$ cat src/rtl/sample_buffer_writer_pkg.sv
// sample_buffer_writer_pkg
//   Shared constants and types for the ping-pong sample buffer writer.
//   DATA_W  : sample width
//   ADDR_W  : buffer address width
//   DEPTH   : samples per buffer half, always 2**ADDR_W
//   state_t : writer FSM states (FILL, SWAP, WAIT)
package sample_buffer_writer_pkg;

  localparam int unsigned DATA_W  = 12;
  localparam int unsigned ADDR_W  = 11;
  localparam int unsigned DEPTH   = 2048;
  // One extra bit so the counter can hold DEPTH without aliasing to index 0.
  localparam int unsigned COUNT_W = ADDR_W + 1;

  typedef enum logic [1:0] {
    FILL = 2'd0,
    SWAP = 2'd1,
    WAIT = 2'd2
  } state_t;

  localparam logic [1:0] EN_BUF0 = 2'b01;
  localparam logic [1:0] EN_BUF1 = 2'b10;

  // Returns the one-hot select of the opposite buffer half.
  function automatic logic [1:0] swap_en(input logic [1:0] en);
    if (en == EN_BUF1) begin
      return EN_BUF0;
    end else begin
      return EN_BUF1;
    end
  endfunction

endpackage

$ cat src/rtl/sample_buffer_writer_if.sv
// sample_buffer_writer_if
//   Bundle between the buffer writer and its neighbours (sample source,
//   ping-pong RAMs, f0 estimator).
//   master : the writer (drives start_round, addr, current_sample,
//            now_writing, en; receives f0_done, current_data, sample_tick)
//   slave  : the surrounding blocks, opposite directions
interface sample_buffer_writer_if;
  import sample_buffer_writer_pkg::*;

  logic              f0_done;
  logic [DATA_W-1:0] current_data;
  logic              sample_tick;
  logic              start_round;
  logic [ADDR_W-1:0] addr;
  logic [DATA_W-1:0] current_sample;
  logic              now_writing;
  logic [1:0]        en;

  modport master (
    input  f0_done,
    input  current_data,
    input  sample_tick,
    output start_round,
    output addr,
    output current_sample,
    output now_writing,
    output en
  );

  modport slave (
    output f0_done,
    output current_data,
    output sample_tick,
    input  start_round,
    input  addr,
    input  current_sample,
    input  now_writing,
    input  en
  );

endinterface

$ cat src/rtl/sample_buffer_writer.sv
// sample_buffer_writer
//   Captures one sample per sample_tick into the write half of a ping-pong
//   buffer pair. When a half holds DEPTH samples it is released to the f0
//   estimator (en toggles, start_round pulses). If the estimator still owns
//   the other half, the writer parks in WAIT, dropping ticks, until f0_done.
//   Ports:
//     clk : system clock
//     rst : synchronous active-high reset
//     bus : sample_buffer_writer_if.master (f0_done, current_data,
//           sample_tick in; start_round, addr, current_sample,
//           now_writing, en out -- all outputs registered)
module sample_buffer_writer
  import sample_buffer_writer_pkg::*;
(
  input  logic                         clk,
  input  logic                         rst,
  sample_buffer_writer_if.master       bus
);

  localparam logic [COUNT_W-1:0] LAST_IDX  = COUNT_W'(DEPTH - 1);
  localparam logic [COUNT_W-1:0] COUNT_ONE = {{ADDR_W{1'b0}}, 1'b1};

  state_t              state_r;
  logic [COUNT_W-1:0]  count_r;
  logic                busy_r;
  logic [ADDR_W-1:0]   addr_r;
  logic [DATA_W-1:0]   current_sample_r;
  logic [1:0]          en_r;
  logic                now_writing_r;
  logic                start_round_r;
  logic                swap_s;

  assign bus.addr           = addr_r;
  assign bus.current_sample = current_sample_r;
  assign bus.en             = en_r;
  assign bus.now_writing    = now_writing_r;
  assign bus.start_round    = start_round_r;

  // Swap decision: the estimator is free, or finishing in this very cycle.
  always_comb begin
    swap_s = 1'b0;
    case (state_r)
      SWAP:    swap_s = (~busy_r) | bus.f0_done;
      WAIT:    swap_s = bus.f0_done;
      default: swap_s = 1'b0;
    endcase
  end

  // Writer FSM, sample counter, estimator-busy flag and registered outputs.
  always_ff @(posedge clk) begin
    if (rst) begin
      state_r          <= FILL;
      count_r          <= {COUNT_W{1'b0}};
      busy_r           <= 1'b0;
      addr_r           <= {ADDR_W{1'b0}};
      current_sample_r <= {DATA_W{1'b0}};
      en_r             <= EN_BUF0;
      now_writing_r    <= 1'b1;
      start_round_r    <= 1'b0;
    end else begin
      start_round_r <= 1'b0;

      // A swap re-arms busy even when f0_done lands in the same cycle.
      if (swap_s) begin
        busy_r <= 1'b1;
      end else if (bus.f0_done) begin
        busy_r <= 1'b0;
      end else begin
        busy_r <= busy_r;
      end

      case (state_r)
        FILL: begin
          if (bus.sample_tick) begin
            current_sample_r <= bus.current_data;
            addr_r           <= count_r[ADDR_W-1:0];
            count_r          <= count_r + COUNT_ONE;
            if (count_r == LAST_IDX) begin
              state_r <= SWAP;
            end else begin
              state_r <= FILL;
            end
          end else begin
            state_r <= FILL;
          end
        end

        SWAP, WAIT: begin
          if (swap_s) begin
            en_r          <= swap_en(en_r);
            start_round_r <= 1'b1;
            now_writing_r <= 1'b1;
            addr_r        <= {ADDR_W{1'b0}};
            state_r       <= FILL;
            // A coincident tick becomes sample 0 of the new half.
            if (bus.sample_tick) begin
              current_sample_r <= bus.current_data;
              count_r          <= COUNT_ONE;
            end else begin
              count_r          <= {COUNT_W{1'b0}};
            end
          end else begin
            // addr stays at DEPTH-1 and data is held; ticks are dropped.
            now_writing_r <= 1'b0;
            state_r       <= WAIT;
          end
        end

        default: begin
          state_r <= FILL;
        end
      endcase
    end
  end

endmodule

$ cat src/flat_wrapper.sv
// flat-port wrapper written by rule: the top's interface ports become plain ports
module sample_buffer_writer_flat import sample_buffer_writer_pkg::*;
  (clk, rst, bus_f0_done, bus_current_data, bus_sample_tick, bus_start_round, bus_addr, bus_current_sample, bus_now_writing, bus_en);
  sample_buffer_writer_if bus_i ();
  input  logic clk;
  input  logic rst;
  input wire logic [$bits(bus_i.f0_done)-1:0] bus_f0_done;
  input wire logic [$bits(bus_i.current_data)-1:0] bus_current_data;
  input wire logic [$bits(bus_i.sample_tick)-1:0] bus_sample_tick;
  output wire logic [$bits(bus_i.start_round)-1:0] bus_start_round;
  output wire logic [$bits(bus_i.addr)-1:0] bus_addr;
  output wire logic [$bits(bus_i.current_sample)-1:0] bus_current_sample;
  output wire logic [$bits(bus_i.now_writing)-1:0] bus_now_writing;
  output wire logic [$bits(bus_i.en)-1:0] bus_en;
  assign bus_i.f0_done = bus_f0_done;
  assign bus_i.current_data = bus_current_data;
  assign bus_i.sample_tick = bus_sample_tick;
  assign bus_start_round = bus_i.start_round;
  assign bus_addr = bus_i.addr;
  assign bus_current_sample = bus_i.current_sample;
  assign bus_now_writing = bus_i.now_writing;
  assign bus_en = bus_i.en;
  sample_buffer_writer u_core (.clk(clk), .rst(rst), .bus(bus_i));
endmodule
$ cat config.mk
export PLATFORM = sky130hd
export DESIGN_NAME = sample_buffer_writer_flat
export DESIGN_NICKNAME = d
export VERILOG_FILES = /design/src/rtl/sample_buffer_writer_pkg.sv /design/src/rtl/sample_buffer_writer_if.sv /design/src/rtl/sample_buffer_writer.sv /design/src/flat_wrapper.sv
export SDC_FILE = /design/constraint.sdc
export NUM_CORES = 1
export LEC_CHECK = 0
export ABC_CLOCK_PERIOD_IN_PS = 4050
export CAP_MARGIN = 25
export CORE_UTILIZATION = 53
export DETAILED_ROUTE_END_ITERATION = 6
export GPL_TIMING_DRIVEN = 0
export PLACE_DENSITY = 0.92
export SLEW_MARGIN = 0
export SYNTH_ARGS = -nofsm -noshare
export SYNTH_HDL_FRONTEND = slang
export SYNTH_SLANG_ARGS = --single-unit
$ cat constraint.sdc
create_clock -name clk -period 4.05 [get_ports clk]
set_input_delay 0.81 -clock clk [delete_from_list [all_inputs] [get_ports clk]]
set_output_delay 0.81 -clock clk [all_outputs]
set_load 0.02 [all_outputs]
-- Yosys cells after proc, flatten, opt, wreduce, memory -nomap -nowiden
Index checks and enable logic that the tools add are counted.
- flip-flop bits (word level): 42
- input bits: 16
- output and inout port bits: 27
- logic and storage cells: 45
- $add $sub $neg: 1
- equal/unequal tests: 6
- muxes and demuxes: 19
- bitwise logic cells: 3
- reductions and logical operators: 8
- operators by type and width (kind ; number):
    $mux 12 ; 4
    $pmux 12 s2 ; 2
    $mux 11 ; 2
    $pmux 11 s2 ; 1
    $add 12x1->12 const B ; 1
    $eq 12x11->1 const B ; 1
    $mux 1 ; 6
    $eq 2x2->1 const B ; 2
    $mux 2 ; 2
    $pmux 2 s2 ; 1
    $reduce_and 2->1 ; 2
    $reduce_bool 2->1 ; 2
    $reduce_or 2->1 ; 2
    $reduce_and 3->1 ; 1
    $eq 2x1->1 const B ; 1
    $logic_not 2->1 ; 1
    $ne 2x1->1 const B ; 1
    $ne 2x2->1 const B ; 1
    $not 1->1 ; 2
    $pmux 1 s2 ; 1
    $or 1x1->1 ; 1

-- Longest topological paths before layout
- word-level depth: 5
- mapped depth: 8

-- Least setup slack after synthesis
No wires, ideal clock.
- path kind: in2reg
- from: in bus_f0_done
- to: reg u_core.current_sample_r[10] (netlist: u_core.bus.current_sample[10])
- arrival: 1.722 ns
- data required time: 3.922 ns
- slack: 2.201 ns
- cell stages on the path: 5
- buffers on the path: 1
- path through: nor2b_1 -> a221o_1 -> buf_6 -> mux2i_1 -> nor2_1
- cells in the longest elaborated chain, start to end: 4
- RTL lines (what ; line ; text):
    start, declared ; flat_wrapper.sv:7 ; input wire logic [$bits(bus_i.f0_done)-1:0] bus_f0_done;
    $or 1x1->1 ; sample_buffer_writer.sv:43 ; SWAP: swap_s = (~busy_r) | bus.f0_done;
    $pmux 1 s2 (*) ; sample_buffer_writer.sv:42 ; case (state_r)
    $ne 2x1->1 (no source line) (*) ; - ;
    $reduce_and 2->1 (no source line) (*) ; - ;
    end signal, assigned ; sample_buffer_writer.sv:56 ; current_sample_r <= {DATA_W{1'b0}};
    end signal, assigned ; sample_buffer_writer.sv:75 ; current_sample_r <= bus.current_data;
    end signal, assigned ; sample_buffer_writer.sv:97 ; current_sample_r <= bus.current_data;
    end, declared ; sample_buffer_writer.sv:27 ; logic [DATA_W-1:0] current_sample_r;
Mark *: on every way between the ends. The rest lies on a longest branch, timed or not.
A chain may end at the register's enable or synchronous reset.

-- Worst setup path after layout
- from: reg u_core.now_writing_r (netlist: u_core.bus.now_writing)
- to: out bus_now_writing
- RTL lines (what ; line ; text):
    start, declared ; sample_buffer_writer.sv:29 ; logic now_writing_r;
    start signal, assigned ; sample_buffer_writer.sv:58 ; now_writing_r <= 1'b1;
    start signal, assigned ; sample_buffer_writer.sv:92 ; now_writing_r <= 1'b1;
    start signal, assigned ; sample_buffer_writer.sv:104 ; now_writing_r <= 1'b0;
    end, declared ; flat_wrapper.sv:13 ; output wire logic [$bits(bus_i.now_writing)-1:0] bus_now_writing;
No word-level cell between the ends.

==> impl_metrics.json <==
{
  "gp_congestion": 0.882,
  "endpoint_kind": "primary output",
  "clk_latency_ps": 370,
  "yosys_warnings": 0,
  "io_buffers": 41,
  "ys_seq_area_share_pct": 45.7,
  "dr_total_vias": 1755,
  "cp.arrival_ps": 1340,
  "rows": 21,
  "postCtsResizedCells": 0,
  "leakage_nw": 0.915,
  "min_delay_path_depth": 2,
  "synth_top_family_by_area": "simple AND/OR/NAND/NOR gates",
  "synth.distinct_cells": 41,
  "multi_input_area_um2": 901,
  "fp.dieH_um": 61.0,
  "rsz0062_at_grt": "false",
  "whs_ps": 486,
  "synth-simple-area-share_pct": 19.6,
  "seqPwrFrac_pct": 59.6,
  "synth_common_cells": "dfxtp_1 (42), o21ai_0 (20), nor2_1 (18), a21oi_1 (17), nand3_1 (13)",
  "p_int_w": 0.000531,
  "worstPathRequired_ps": 3240,
  "clk_path_buf_depth": 2,
  "antenna_left": 0,
  "syn_avg_cell_area_um2": 8.81,
  "hold_end": "u_core.bus.addr[4]$_SDFFE_PP0P_",
  "swShare_pct": 26.3,
  "use_met2_pct": 43.0,
  "cp_top_family": "buffers and inverters",
  "combPwrFrac_pct": 11.5,
  "drive_above_1_share_pct": 7.75,
  "hp-class": "register to register",
  "clock_skew_ps": 19.4,
  "async_reset_ff_share_pct": 0,
  "grt.busiest_layer": "met2",
  "cts_made_buffers": 5,
  "drc": 0,
  "synth_edf_count": 0,
  "ys_ff_latch": 42,
  "use_met3_pct": 4.48,
  "antenna_found_initial": 0,
  "routed_wl_um": 4200,
  "fin_nets": 278,
  "instances_no_fill": 304,
  "dpl.hpwl_um": 3140,
  "cts_root_buf": "clkbuf_4",
  "path_buf_inv": 1,
  "clock.fmax_mhz": 464,
  "use_met1_pct": 25.9,
  "synth_mux_area_share_pct": 6.52,
  "peakVddDrop_uv": 223,
  "synth_ff_type": "dfxtp_1",
  "syn_area_um2": 1840,
  "grt_pass1_vias": 1503,
  "yosysMostFrequentCell": "dfxtp_1",
  "slew_headroom_pct": 69.6,
  "cts_tree": "built",
  "avgViaCountPerCell": 5.77,
  "grt_util_all_layers_pct": 23.5,
  "drt_iter0_markers": 78,
  "crit_chain": "clkdlybuf4s50_1",
  "synth_top_area_share_pct": 45.7,
  "h-tree-depth": 2,
  "final_hold_viol_count": 0,
  "synth_top_area_cell": "dfxtp_1",
  "synth-compound-area-share_pct": 19.4,
  "cts.sinks": 42,
  "dieArea_um2": 3710,
  "grt_first_pass_wirelength_um": 6330,
  "clk_pin_slew_ps": 140,
  "worst-path-stages": 1,
  "finalCritPeriodShare_pct": 53.2,
  "place_inst": 296,
  "syn_nets": 230,
  "max_stage_delay_ps": 620,
  "holdBufCountCts": 0,
  "core-area_um2": 3340,
  "fillers": 268,
  "fin_setup_tns_ps": 0,
  "cap_violations": 0,
  "grt_max_degree": 15,
  "die_width_um": 61.0,
  "drt-pass1-iter-count": 4,
  "finalCriticalPeriod_ps": 2150,
  "tightest_slew_ps": 456,
  "synth_fa_ha_area_share_pct": 3.40,
  "wl_per_cell_um": 13.8,
  "r2r-end": "u_core.bus.current_sample[5]$_SDFFE_PP0P_",
  "area_growth_pct": 28.6,
  "cts_setup_buffers": 0,
  "finish.utilization_pct": 71.0,
  "yosys.area_share.xor_xnor_pct": 0,
  "start_util_pct": 55.2,
  "area.sequential_um2": 841,
  "cpMaxStageDelayCell": "clkdlybuf4s50_1",
  "power_w": 0.000720,
  "path_class": "register to primary output",
  "min_from": "u_core.bus.addr[4]$_SDFFE_PP0P_",
  "pwr-share-clk_pct": 28.9,
  "power.density_nw_per_um2": 304,
  "r2r_start": "u_core.state_r[0]$_SDFF_PP0_",
  "drv_slew": 0,
  "cp_max_fo": 2,
  "outcome": "complete, no violations",
  "rrSetupSlack_ps": 2090,
  "finalSetupViolations": 0,
  "overflow": 0,
  "io_pins": 43,
  "yosys-top-cells-area": "dfxtp_1 (46%), mux2i_1 (6.5%), o21ai_0 (5.4%)",
  "insertedDiodeCount": 0,
  "syn_inst": 209,
  "p_switching_w": 0.000190,
  "startpoint_type": "register",
  "rr_worst_depth": 8
}
## power by group through the flow
stage | Sequential, W | Combinational, W | Clock (W)
6_report | 0.000429 | 0.0000827 | 0.000208
5_1_grt | 0.000431 | 0.0000900 | 0.000223
4_1_cts | 0.000429 | 0.0000828 | 0.000209
3_5_place_dp | 0.000439 | 0.0000825 | 0
3_3_place_gp | 0.000438 | 0.0000803 | 0
2_1_floorplan | 0.000447 | 0.0000339 | 0
## cells in the final DEF, fill, tap and decap left out, types with 2 or more instances in the layout
cell and n:
inv_1 7, nor4_1 3, o21ai_0 20, a211o_1 2, clkdlybuf4s50_1 41, dfxtp_1 42
nor2_1 18, clkbuf_1 6, nand3_1 13, a211oi_1 2, nand4_1 3, ha_1 5
nor3_1 6, clkbuf_4 5, o21a_1 3, and3_1 4, a21oi_1 17, a31oi_1 6
buf_2 3, nand2_1 9, buf_6 2, a221o_1 3, nor2b_1 3, mux2i_1 12
clkbuf_2 2
## per-stage QoR
| stage | cell area [um^2] | worst slack, ps |
|---|---|---|
| 3_3_place_gp | 2310 | 1560 |
| 2_1_floorplan | 1840 | 2200 |
| 5_1_grt | 2370 | 1790 |
| 4_1_cts | 2370 | 1890 |
| 6_report | 2370 | 1900 |
| 3_5_place_dp | 2310 | 1510 |
## cells by family (layout without fill, tap and decap cells)
| group | after synthesis | in the layout |
|---|---|---|
| AO/OA/AOI/OAI | 59 | 59 |
| adder cells (fa/ha/maj) | 5 | 5 |
| flip-flops | 42 | 42 |
| multiplexers | 12 | 12 |
| buffers and inverters | 21 | 70 |
| AND/OR/NAND/NOR | 70 | 70 |
## state kept, by name (all words and copies together), names as in the netlist
signal,cells
u_core.bus.en,2
u_core.bus.now_writing,1
u_core.busy_r,1
u_core.bus.current_sample,12
u_core.count_r,12
u_core.state_r,2
u_core.bus.start_round,1
u_core.bus.addr,11
## worst max-delay path by stage
| stage | slack, ps | start | to |
|---|---|---|---|
| 6_report | 1900 | u_core.bus.now_writing$_SDFFE_PP1P_ | bus_now_writing |
| 3_5_place_dp | 1510 | bus_f0_done | u_core.bus.current_sample[5]$_SDFFE_PP0P_ |
| 2_1_floorplan | 2200 | bus_f0_done | u_core.bus.current_sample[10]$_SDFFE_PP0P_ |
| 3_3_place_gp | 1560 | bus_f0_done | u_core.bus.current_sample[10]$_SDFFE_PP0P_ |
| 4_1_cts | 1890 | bus_f0_done | u_core.bus.current_sample[5]$_SDFFE_PP0P_ |
| 5_1_grt | 1790 | bus_f0_done | u_core.bus.current_sample[1]$_SDFFE_PP0P_ |
## final cells by class
type	instances	area share (%)
Multi-Input combinational cell	146	38.0
Sequential cell	42	35.5
Tap cell	46	2.43
Clock buffer	5	1.58
Inverter	8	1.27
Buffer	13	2.96
Timing Repair Buffer	41	17.3
Clock inverter	3	0.898
## per-layer routing
metal  vias up  part of all wire [%]
li1        854                     -
met1       817                    41
met2        76                    49
met3         8                   8.2
met4         0                   1.0
met5         -                     0
(Power assumes the default switching activity.)
